===== src/rtl/jk_excitation_driver_if.sv =====
// jk_excitation_driver_if: request, flop feedback and status bundle.
// master = pattern source / test controller, slave = jk_excitation_driver.
//   start, pattern, q_fb  : master -> slave
//   j, k                  : registered JK commands to the driven flop
//   busy, done            : run status (done is a one-cycle pulse)
//   mismatch, err_count   : sticky fault flag and saturating fault count
interface jk_excitation_driver_if #(
    parameter int W     = 8,
    parameter int CNT_W = 4
);
    logic             start;
    logic [W-1:0]     pattern;
    logic             q_fb;
    logic             j;
    logic             k;
    logic             busy;
    logic             done;
    logic             mismatch;
    logic [CNT_W-1:0] err_count;

    modport master (
        output start, pattern, q_fb,
        input  j, k, busy, done, mismatch, err_count
    );

    modport slave (
        input  start, pattern, q_fb,
        output j, k, busy, done, mismatch, err_count
    );
endinterface


===== src/rtl/jk_excitation_driver.sv =====
// jk_excitation_driver: turns a requested Q bit sequence (LSB first) into
// registered J/K commands and checks the flop's fed-back Q against it.
// Ports: clk, reset (sync, active-high), bus (jk_excitation_driver_if.slave).
// Macro JK_TOGGLE_PREF_EN: resolve transition don't-cares to toggle (1,1).
module jk_excitation_driver #(
    parameter int W     = 8,
    parameter int CNT_W = 4
) (
    input  logic                   clk,
    input  logic                   reset,
    jk_excitation_driver_if.slave  bus
);
    localparam int IW = (W > 1) ? $clog2(W) : 1;
    localparam logic [IW-1:0] LAST = IW'(W - 1);

    typedef enum logic [2:0] {
        S_IDLE,
        S_CLEAR,
        S_DRIVE,
        S_DRAIN,
        S_DONE
    } state_t;

    state_t           state_q, state_d;
    logic [W-1:0]     pat_q, pat_d;
    logic [IW-1:0]    idx_q, idx_d;
    logic             qm_q, qm_d;
    logic             v0_q, v0_d, b0_q, b0_d;
    logic             v1_q, v1_d, b1_q, b1_d;
    logic             j_q, j_d, k_q, k_d;
    logic             busy_q, busy_d;
    logic             done_q, done_d;
    logic             mis_q, mis_d;
    logic [CNT_W-1:0] cnt_q, cnt_d;

    logic tgt;
    logic exc_j;
    logic exc_k;

    assign tgt = pat_q[idx_q];

`ifdef JK_TOGGLE_PREF_EN
    assign exc_j = qm_q ^ tgt;
    assign exc_k = qm_q ^ tgt;
`else
    assign exc_j = ~qm_q & tgt;
    assign exc_k = qm_q & ~tgt;
`endif

    always_comb begin
        state_d = state_q;
        pat_d   = pat_q;
        idx_d   = idx_q;
        qm_d    = qm_q;
        j_d     = 1'b0;
        k_d     = 1'b0;
        busy_d  = busy_q;
        done_d  = 1'b0;
        mis_d   = mis_q;
        cnt_d   = cnt_q;
        // Stage 0 holds the bit just driven; stage 1 the bit the flop
        // has just taken, so q_fb is compared against stage 1.
        v0_d    = 1'b0;
        b0_d    = 1'b0;
        v1_d    = v0_q;
        b1_d    = b0_q;

        if (v1_q && (bus.q_fb != b1_q)) begin
            mis_d = 1'b1;
            if (cnt_q != '1) begin
                cnt_d = cnt_q + 1'b1;
            end
        end

        unique case (state_q)
            S_IDLE: begin
                if (bus.start) begin
                    state_d = S_CLEAR;
                    pat_d   = bus.pattern;
                    idx_d   = '0;
                    busy_d  = 1'b1;
                    mis_d   = 1'b0;
                    cnt_d   = '0;
                    k_d     = 1'b1;
                    qm_d    = 1'b0;
                end
            end
            S_CLEAR, S_DRIVE: begin
                j_d     = exc_j;
                k_d     = exc_k;
                qm_d    = tgt;
                v0_d    = 1'b1;
                b0_d    = tgt;
                idx_d   = idx_q + 1'b1;
                state_d = (idx_q == LAST) ? S_DRAIN : S_DRIVE;
            end
            S_DRAIN: begin
                // Stage 0 empty means this edge performs the final check.
                if (!v0_q) begin
                    state_d = S_DONE;
                    busy_d  = 1'b0;
                    done_d  = 1'b1;
                end
            end
            S_DONE: begin
                state_d = S_IDLE;
            end
            default: begin
                state_d = S_IDLE;
            end
        endcase
    end

    always_ff @(posedge clk) begin
        if (reset) begin
            state_q <= S_IDLE;
            pat_q   <= '0;
            idx_q   <= '0;
            qm_q    <= 1'b0;
            v0_q    <= 1'b0;
            b0_q    <= 1'b0;
            v1_q    <= 1'b0;
            b1_q    <= 1'b0;
            j_q     <= 1'b0;
            k_q     <= 1'b0;
            busy_q  <= 1'b0;
            done_q  <= 1'b0;
            mis_q   <= 1'b0;
            cnt_q   <= '0;
        end else begin
            state_q <= state_d;
            pat_q   <= pat_d;
            idx_q   <= idx_d;
            qm_q    <= qm_d;
            v0_q    <= v0_d;
            b0_q    <= b0_d;
            v1_q    <= v1_d;
            b1_q    <= b1_d;
            j_q     <= j_d;
            k_q     <= k_d;
            busy_q  <= busy_d;
            done_q  <= done_d;
            mis_q   <= mis_d;
            cnt_q   <= cnt_d;
        end
    end

    assign bus.j         = j_q;
    assign bus.k         = k_q;
    assign bus.busy      = busy_q;
    assign bus.done      = done_q;
    assign bus.mismatch  = mis_q;
    assign bus.err_count = cnt_q;
endmodule


===== src/flat_wrapper.sv =====
// flat-port wrapper written by rule: the top's interface ports become plain ports
module jk_excitation_driver_flat 
#(
    parameter int W     = 8,
    parameter int CNT_W = 4
)
  (clk, reset, bus_start, bus_pattern, bus_q_fb, bus_j, bus_k, bus_busy, bus_done, bus_mismatch, bus_err_count);
  jk_excitation_driver_if #(.W(W), .CNT_W(CNT_W)) bus_i ();
  input  logic clk;
  input  logic reset;
  input wire logic [$bits(bus_i.start)-1:0] bus_start;
  input wire logic [$bits(bus_i.pattern)-1:0] bus_pattern;
  input wire logic [$bits(bus_i.q_fb)-1:0] bus_q_fb;
  output wire logic [$bits(bus_i.j)-1:0] bus_j;
  output wire logic [$bits(bus_i.k)-1:0] bus_k;
  output wire logic [$bits(bus_i.busy)-1:0] bus_busy;
  output wire logic [$bits(bus_i.done)-1:0] bus_done;
  output wire logic [$bits(bus_i.mismatch)-1:0] bus_mismatch;
  output wire logic [$bits(bus_i.err_count)-1:0] bus_err_count;
  assign bus_i.start = bus_start;
  assign bus_i.pattern = bus_pattern;
  assign bus_i.q_fb = bus_q_fb;
  assign bus_j = bus_i.j;
  assign bus_k = bus_i.k;
  assign bus_busy = bus_i.busy;
  assign bus_done = bus_i.done;
  assign bus_mismatch = bus_i.mismatch;
  assign bus_err_count = bus_i.err_count;
  jk_excitation_driver #(.W(W), .CNT_W(CNT_W)) u_core (.clk(clk), .reset(reset), .bus(bus_i));
endmodule

===== config.mk =====
export PLATFORM = sky130hd
export DESIGN_NAME = jk_excitation_driver_flat
export DESIGN_NICKNAME = d
export VERILOG_FILES = /design/src/rtl/jk_excitation_driver_if.sv /design/src/rtl/jk_excitation_driver.sv /design/src/flat_wrapper.sv
export SDC_FILE = /design/constraint.sdc
export NUM_CORES = 1
export LEC_CHECK = 0
export ABC_AREA = 0
export ABC_CLOCK_PERIOD_IN_PS = 2900
export BUFFER_PORTS_ARGS = -buffer_cell sky130_fd_sc_hd__buf_2
export CORE_MARGIN = 2
export CORE_UTILIZATION = 57
export DETAILED_ROUTE_END_ITERATION = 16
export PLACE_DENSITY_LB_ADDON = 0.15
export SETUP_SLACK_MARGIN = 0.2
export SLEW_MARGIN = 20
export SYNTH_ARGS = -nofsm -noshare
export SYNTH_HDL_FRONTEND = slang
export SYNTH_SLANG_ARGS = --single-unit

===== constraint.sdc =====
create_clock -name clk -period 2.9 [get_ports clk]
set_input_delay 0.29 -clock clk [delete_from_list [all_inputs] [get_ports clk]]
set_output_delay 0.29 -clock clk [all_outputs]
set_load 0.01 [all_outputs]

Word-level counts from Yosys, hierarchy flattened
Cells that the tools add are included.
{"block": "totals", "register_bits": 28, "elab_cells": 66, "out_inout_bits": 9}
{"block": "classes", "bitwise": 6, "magnitude_cmp": 1, "n_reduce_logical": 11, "eq_ne": 8, "n_mux": 24, "addsub": 2}
{"operator": "4-bit two-way mux", "n": 4}
{"operator": "1-bit two-way mux", "n": 11}
{"operator": "3-bit two-way mux", "n": 3}
{"operator": "3-bit one-hot mux with 3 select lines", "n": 1}
{"operator": "3-bit by 2-bit == test with 1-bit output (second input constant)", "n": 2}
{"operator": "1-bit one-hot mux with 2 select lines", "n": 3}
{"operator": "3-bit one-hot mux with 2 select lines", "n": 1}
{"operator": "2-bit AND reduction", "n": 3}
{"operator": "2-bit OR reduction", "n": 3}
{"operator": "4-bit by 1-bit adder with 4-bit output (second input constant)", "n": 1}
{"operator": "3-bit by 4-bit < comparator with 1-bit output (second input constant)", "n": 1}
{"operator": "2-bit != test (second input constant)", "n": 2}
{"operator": "4-bit != test (second input constant)", "n": 1}
{"operator": "1-bit NOT", "n": 4}
{"operator": "2-bit nonzero test", "n": 2}
{"operator": "3-bit by 1-bit adder with 3-bit output (second input constant)", "n": 1}
{"operator": "1-bit binary-select mux with 3-bit select", "n": 1}
{"operator": "3-bit by 1-bit == test with 1-bit output (second input constant)", "n": 1}
{"operator": "3-bit == test (second input constant)", "n": 1}
{"operator": "3-bit logical NOT", "n": 1}
{"operator": "3-bit AND reduction", "n": 1}
{"operator": "1-bit bitwise AND", "n": 2}
{"operator": "1-bit logical AND", "n": 1}
{"operator": "1-bit != test", "n": 1}

Longest topological paths before layout
{"block": "logic_depth", "word_depth": 5, "ltp_mapped": 5, "ltp_nobuf": 4}

Least setup slack after synthesis
OpenSTA, ideal clock, no wires.
{"block": "synth_timing", "path_kind": "reg2reg", "startpoint": "reg u_core.idx_q[0]", "endpoint": "reg u_core.k_q (netlist: u_core.bus.k)", "stages_incl_launch_ff": 5, "period_less_slack_ns": 1.387, "setup_slack_ns": 1.513, "arrival_ns": 1.270, "setup_ns": 0.117, "n_path_buf": 1, "path_cell_list": "dfxtp_1 -> buf_6 -> mux2i_1 -> mux4_2 -> a32o_1"}
{"block": "synth_between", "elab_chain_cells": 5}
{"item": "start, declared", "line_no": "jk_excitation_driver.sv:26", "text": "logic [IW-1:0] idx_q, idx_d;"}
{"item": "start signal, assigned", "line_no": "jk_excitation_driver.sv:133", "text": "idx_q <= idx_d;"}
{"item": "1-bit binary-select mux with 3-bit select", "line_no": "jk_excitation_driver.sv:40", "text": "assign tgt = pat_q[idx_q];"}
{"item": "1-bit two-way mux (not written as such)", "line_no": "jk_excitation_driver.sv:40"}
{"item": "1-bit NOT", "line_no": "jk_excitation_driver.sv:47", "text": "assign exc_k = qm_q & ~tgt;"}
{"item": "1-bit bitwise AND", "line_no": "jk_excitation_driver.sv:47"}
{"item": "1-bit one-hot mux with 2 select lines", "line_no": "jk_excitation_driver.sv:75", "text": "unique case (state_q)"}
{"item": "end signal, assigned", "line_no": "jk_excitation_driver.sv:140", "text": "k_q <= k_d;"}
{"item": "end, declared", "line_no": "jk_excitation_driver.sv:30", "text": "logic j_q, j_d, k_q, k_d;"}
Every way passes these cells. The select of a mux whose other input is x is not followed.
A chain may end at the register's enable or synchronous reset.

Worst setup path after layout
{"block": "layout_timing", "startpoint": "reg u_core.state_q[2]", "endpoint": "reg u_core.busy_q (netlist: u_core.bus.busy)"}
{"block": "layout_between", "elab_chain_cells": 3, "word_cells_on_any_way": 7, "classes_between": "eq/ne (3); mux (1); reduce/logical (3)"}
{"item": "start, declared", "line_no": "jk_excitation_driver.sv:24", "text": "state_t state_q, state_d;"}
{"item": "start signal, assigned", "line_no": "jk_excitation_driver.sv:131", "text": "state_q <= state_d;"}
{"item": "3-bit by 2-bit == test with 1-bit output or 3-bit logical NOT (tied branches)", "line_no": "jk_excitation_driver.sv:75"}
{"item": "2-bit != test (no line) or 2-bit nonzero test (tied branches)"}
{"item": "3-bit AND reduction (no line)"}
{"item": "end signal, assigned", "line_no": "jk_excitation_driver.sv:141", "text": "busy_q <= busy_d;"}
{"item": "end, declared", "line_no": "jk_excitation_driver.sv:31", "text": "logic busy_q, busy_d;"}
Parallel ways exist; a longest one is shown, timed or not.

==> impl_metrics.csv <==
group,metric,value,unit
synthesis,synth-simple-area-share,18.6,%
synthesis,muxShareOfSynthArea,6.10,%
global_route,antenna_found_initial,0,
global_route,grt_max_degree,19,
worst_setup_path,crit_chain,"nor4b_2 > o221a_2",
synthesis,synth_area_leader_cell,"dfxtp_1",
route,totalWireLength,2110,um
pwr,p_clk_share,31.3,%
synthesis,synthTopCellsByCount,"dfxtp_1, nand2_1, a21oi_1, inv_1, mux2i_1",
route,dr.pass1.iters,4,
worst_setup_path,worstPathRequired,3170,ps
synthesis,ys_types,35,
global_route,grt_use_total,18.6,%
clocking,postCtsSetupBuffers,0,
timing,tightest_slew,767,ps
timing,finalSetupTns,0,ps
place,dp_slack,1340,ps
global_route,grt_pass1_vias,845,
timing,hold_viol,0,
worst_setup_path,reg2reg_from,"u_core.state_q[2]$_SDFFE_PP0P_",
status,status,"finished clean",
route,drt_iter0_markers,25,
clocking,cts_hold_buf,0,
synthesis,synthesis.nets,139,
global_route,grt-ovfl-total,0,
floorplan,die_x,49.7,um
clocking,clk_latency,320,ps
synthesis,synth_top_family_by_area,"simple AND/OR/NAND/NOR gates",
worst_hold_path,hold_start,"bus_pattern[3]",
synthesis,netlist.area_leader.share,47.1,%
floorplan,core_area,1960,um2
global_route,grt_use_met3,3.64,%
worst_setup_path,crit_type,"register to register",
pwr,seqPwrFrac,55.5,%
global_route,grt_util_met2,33.6,%
synthesis,ys_ff_latch,28,
floorplan,dieHeight,49.7,um
pwr,power.share.combinational,13.2,%
floorplan,dieArea,2470,um2
pwr,power_density,596,nW/um2
synthesis,ys_seq_area_share,47.1,%
timing,fin_crit_sh,54.8,%
synthesis,synthCells,124,
worst_setup_path,arrival,1860,ps
worst_setup_path,startpoint,"u_core.state_q[2]$_SDFFE_PP0P_",
worst_hold_path,hold_path.class,"input port to register",
clocking,cts_root_buffer,"clkbuf_4",
pwr,switching_share,24.2,%
pwr,vdd_drop_max,0.352,mV
floorplan,initial_core_util,60.7,%
clocking,clkSlewWorstSetupHoldPaths,150,ps
synthesis,ys_warn_count,0,
timing,maxSlewViolCount,0,
route,wl_per_cell,12.6,um
synthesis,synth_async_sr_flop_share,0,%
place,place_hpwl,1560,um
finish,drive_gt1_share,20.6,%
place,post_dp_cell_area,1270,um2
clocking,cts_tree,"built",
floorplan,boundaryPins,21,
pwr,power.internal,0.598,mW
finish,area_delta_synth_final,11.3,%
place,gp_congestion,0.788,
timing,clock-skew-final,7.35,ps
worst_setup_path,crit_fanout,13,
flow_run,cap_violations,0,
clocking,htreeDepth,1,
pwr,p_leak,0.536,nW
global_route,grt_use_met1,23.2,%
timing,setup_viol,0,
synthesis,syn-cell-area,1190,um2
timing,holdWs,184,ps
worst_setup_path,slowest_stage,"nor4b_2",
clocking,numCtsBuffers,3,
finish,insertedDiodeCount,0,
worst_setup_path,end_kind,"register",
worst_setup_path,cpPeakStageDelay,750,ps
synthesis,synth_area_leaders,"dfxtp_1, nand2_1, a21oi_1",
timing,fin_crit,1590,ps
synthesis,synth_fa_ha_area_share,3.15,%
route,drt-vias-per-instance,5.58,
global_route,top_usage_layer,"met2",
worst_setup_path,start_kind,"register",
floorplan,num_rows,16,
timing,rsz0062_at_grt,"false",
synthesis,synth_xor_area_share,2.94,%
synthesis,avgSynthCellArea,9.60,um2
route,drtAntennaViolNets,0,
place,portBuffers,20,
finish,final_area,1320,um2
synthesis,ys.flop_type,"dfxtp_1",
synthesis,synth_edf_count,0,
clocking,clock-sinks,28,
route,num_vias,938,
finish,final_nets,157,
clocking,max-clock-path-buffers,2,
global_route,grt_pass1_wl,3560,um
clocking,cts_resized,0,
synthesis,synth_most_common_cell,"dfxtp_1",
finish,fillers,173,
synthesis,synth_compound_area_share,16.1,%
timing,relSlewSlack,48.7,%
timing,setup_ws,1310,ps
timing,fmax,629,MHz
pwr,p_switching,0.191,mW
route,drc,0,
kinds of logic (layout without fill, tap and decap cells):
| kind of cell | Yosys count | count (layout) |
|---|---|---|
| flip-flops | 28 | 28 |
| AND/OR/NAND/NOR | 42 | 42 |
| XOR/XNOR | 4 | 4 |
| multiplexers | 6 | 6 |
| adder cells (fa/ha/maj) | 3 | 3 |
| buffers and inverters | 12 | 29 |
| AO/OA/AOI/OAI | 29 | 29 |
sequential cells by signal, summed over array words and instances, names as in the netlist:
register and count:
u_core.pat_q 8, u_core.bus.err_count 4, u_core.idx_q 3, u_core.state_q 3
u_core.b0_q 1, u_core.b1_q 1, u_core.bus.busy 1, u_core.bus.done 1
u_core.bus.j 1, u_core.bus.k 1, u_core.bus.mismatch 1, u_core.qm_q 1
u_core.v0_q 1, u_core.v1_q 1
stage by stage:
stage          instances  power, mW  util [%]
2_1_floorplan        124      0.533         -
3_3_place_gp         164      0.546      64.8
3_5_place_dp         164      0.551      64.8
4_1_cts              168      0.799      67.5
5_1_grt              168      0.832      67.5
6_report             168      0.789      67.5
power groups by stage:
stage          combinational [mW]  sequential, mW  clock, mW
6_report                    0.104           0.438      0.247
3_3_place_gp                0.101           0.445          0
4_1_cts                     0.105           0.438      0.255
5_1_grt                     0.118           0.442      0.272
2_1_floorplan               0.101           0.432          0
3_5_place_dp                0.104           0.447          0
placed cells by master (no fill, tap or decap), types with 2 or more instances in the layout:
cell | synthesis | routed
a211oi_1 | 2 | 2
nor3_1 | 4 | 4
clkbuf_4 | 0 | 3
nand3_1 | 3 | 3
dfxtp_1 | 28 | 28
ha_1 | 3 | 3
xor2_1 | 2 | 2
nor4_1 | 2 | 2
o211ai_1 | 3 | 3
nand2_1 | 19 | 19
nor2_1 | 3 | 3
mux2i_1 | 5 | 5
a21oi_1 | 14 | 14
buf_2 | 0 | 20
nor2b_1 | 4 | 4
xnor2_1 | 2 | 2
o31ai_1 | 2 | 2
inv_1 | 5 | 5
final timing paths:
kind / to / slack, ps / cells after the start
min reg2reg: u_core.pat_q[3]$_SDFFE_PP0P_ / 470 / 2
min: u_core.pat_q[3]$_SDFFE_PP0P_ / 180 / 3
max reg2reg: u_core.bus.busy$_SDFFE_PP0P_ / 1310 / 2
max: u_core.bus.busy$_SDFFE_PP0P_ / 1310 / 2
critical path, delay by kind of cell (launching register included):
family           cells  cell delay (ps)
AND/OR/NAND/NOR      1              750
flip-flops           1              460
AO/OA/AOI/OAI        1              330
metal layers:
metal / vias to the layer above / part of all wire (%)
li1: 476 / -
met1: 443 / 43
met2: 19 / 52
met3: 0 / 4.0
met4: 0 / 0
met5: - / 0
cell type report:
type / count / area, um2 / share of cell area [%]
Clock buffer: 3 / 22.5 / 1.70
Inverter: 5 / 18.8 / 1.42
Clock inverter: 1 / 30.0 / 2.27
Timing Repair Buffer: 20 / 100 / 7.56
Multi-Input combinational cell: 84 / 558 / 42.2
Sequential cell: 28 / 561 / 42.3
Tap cell: 27 / 33.8 / 2.55
Note: power is estimated with default switching activity, not from simulation.
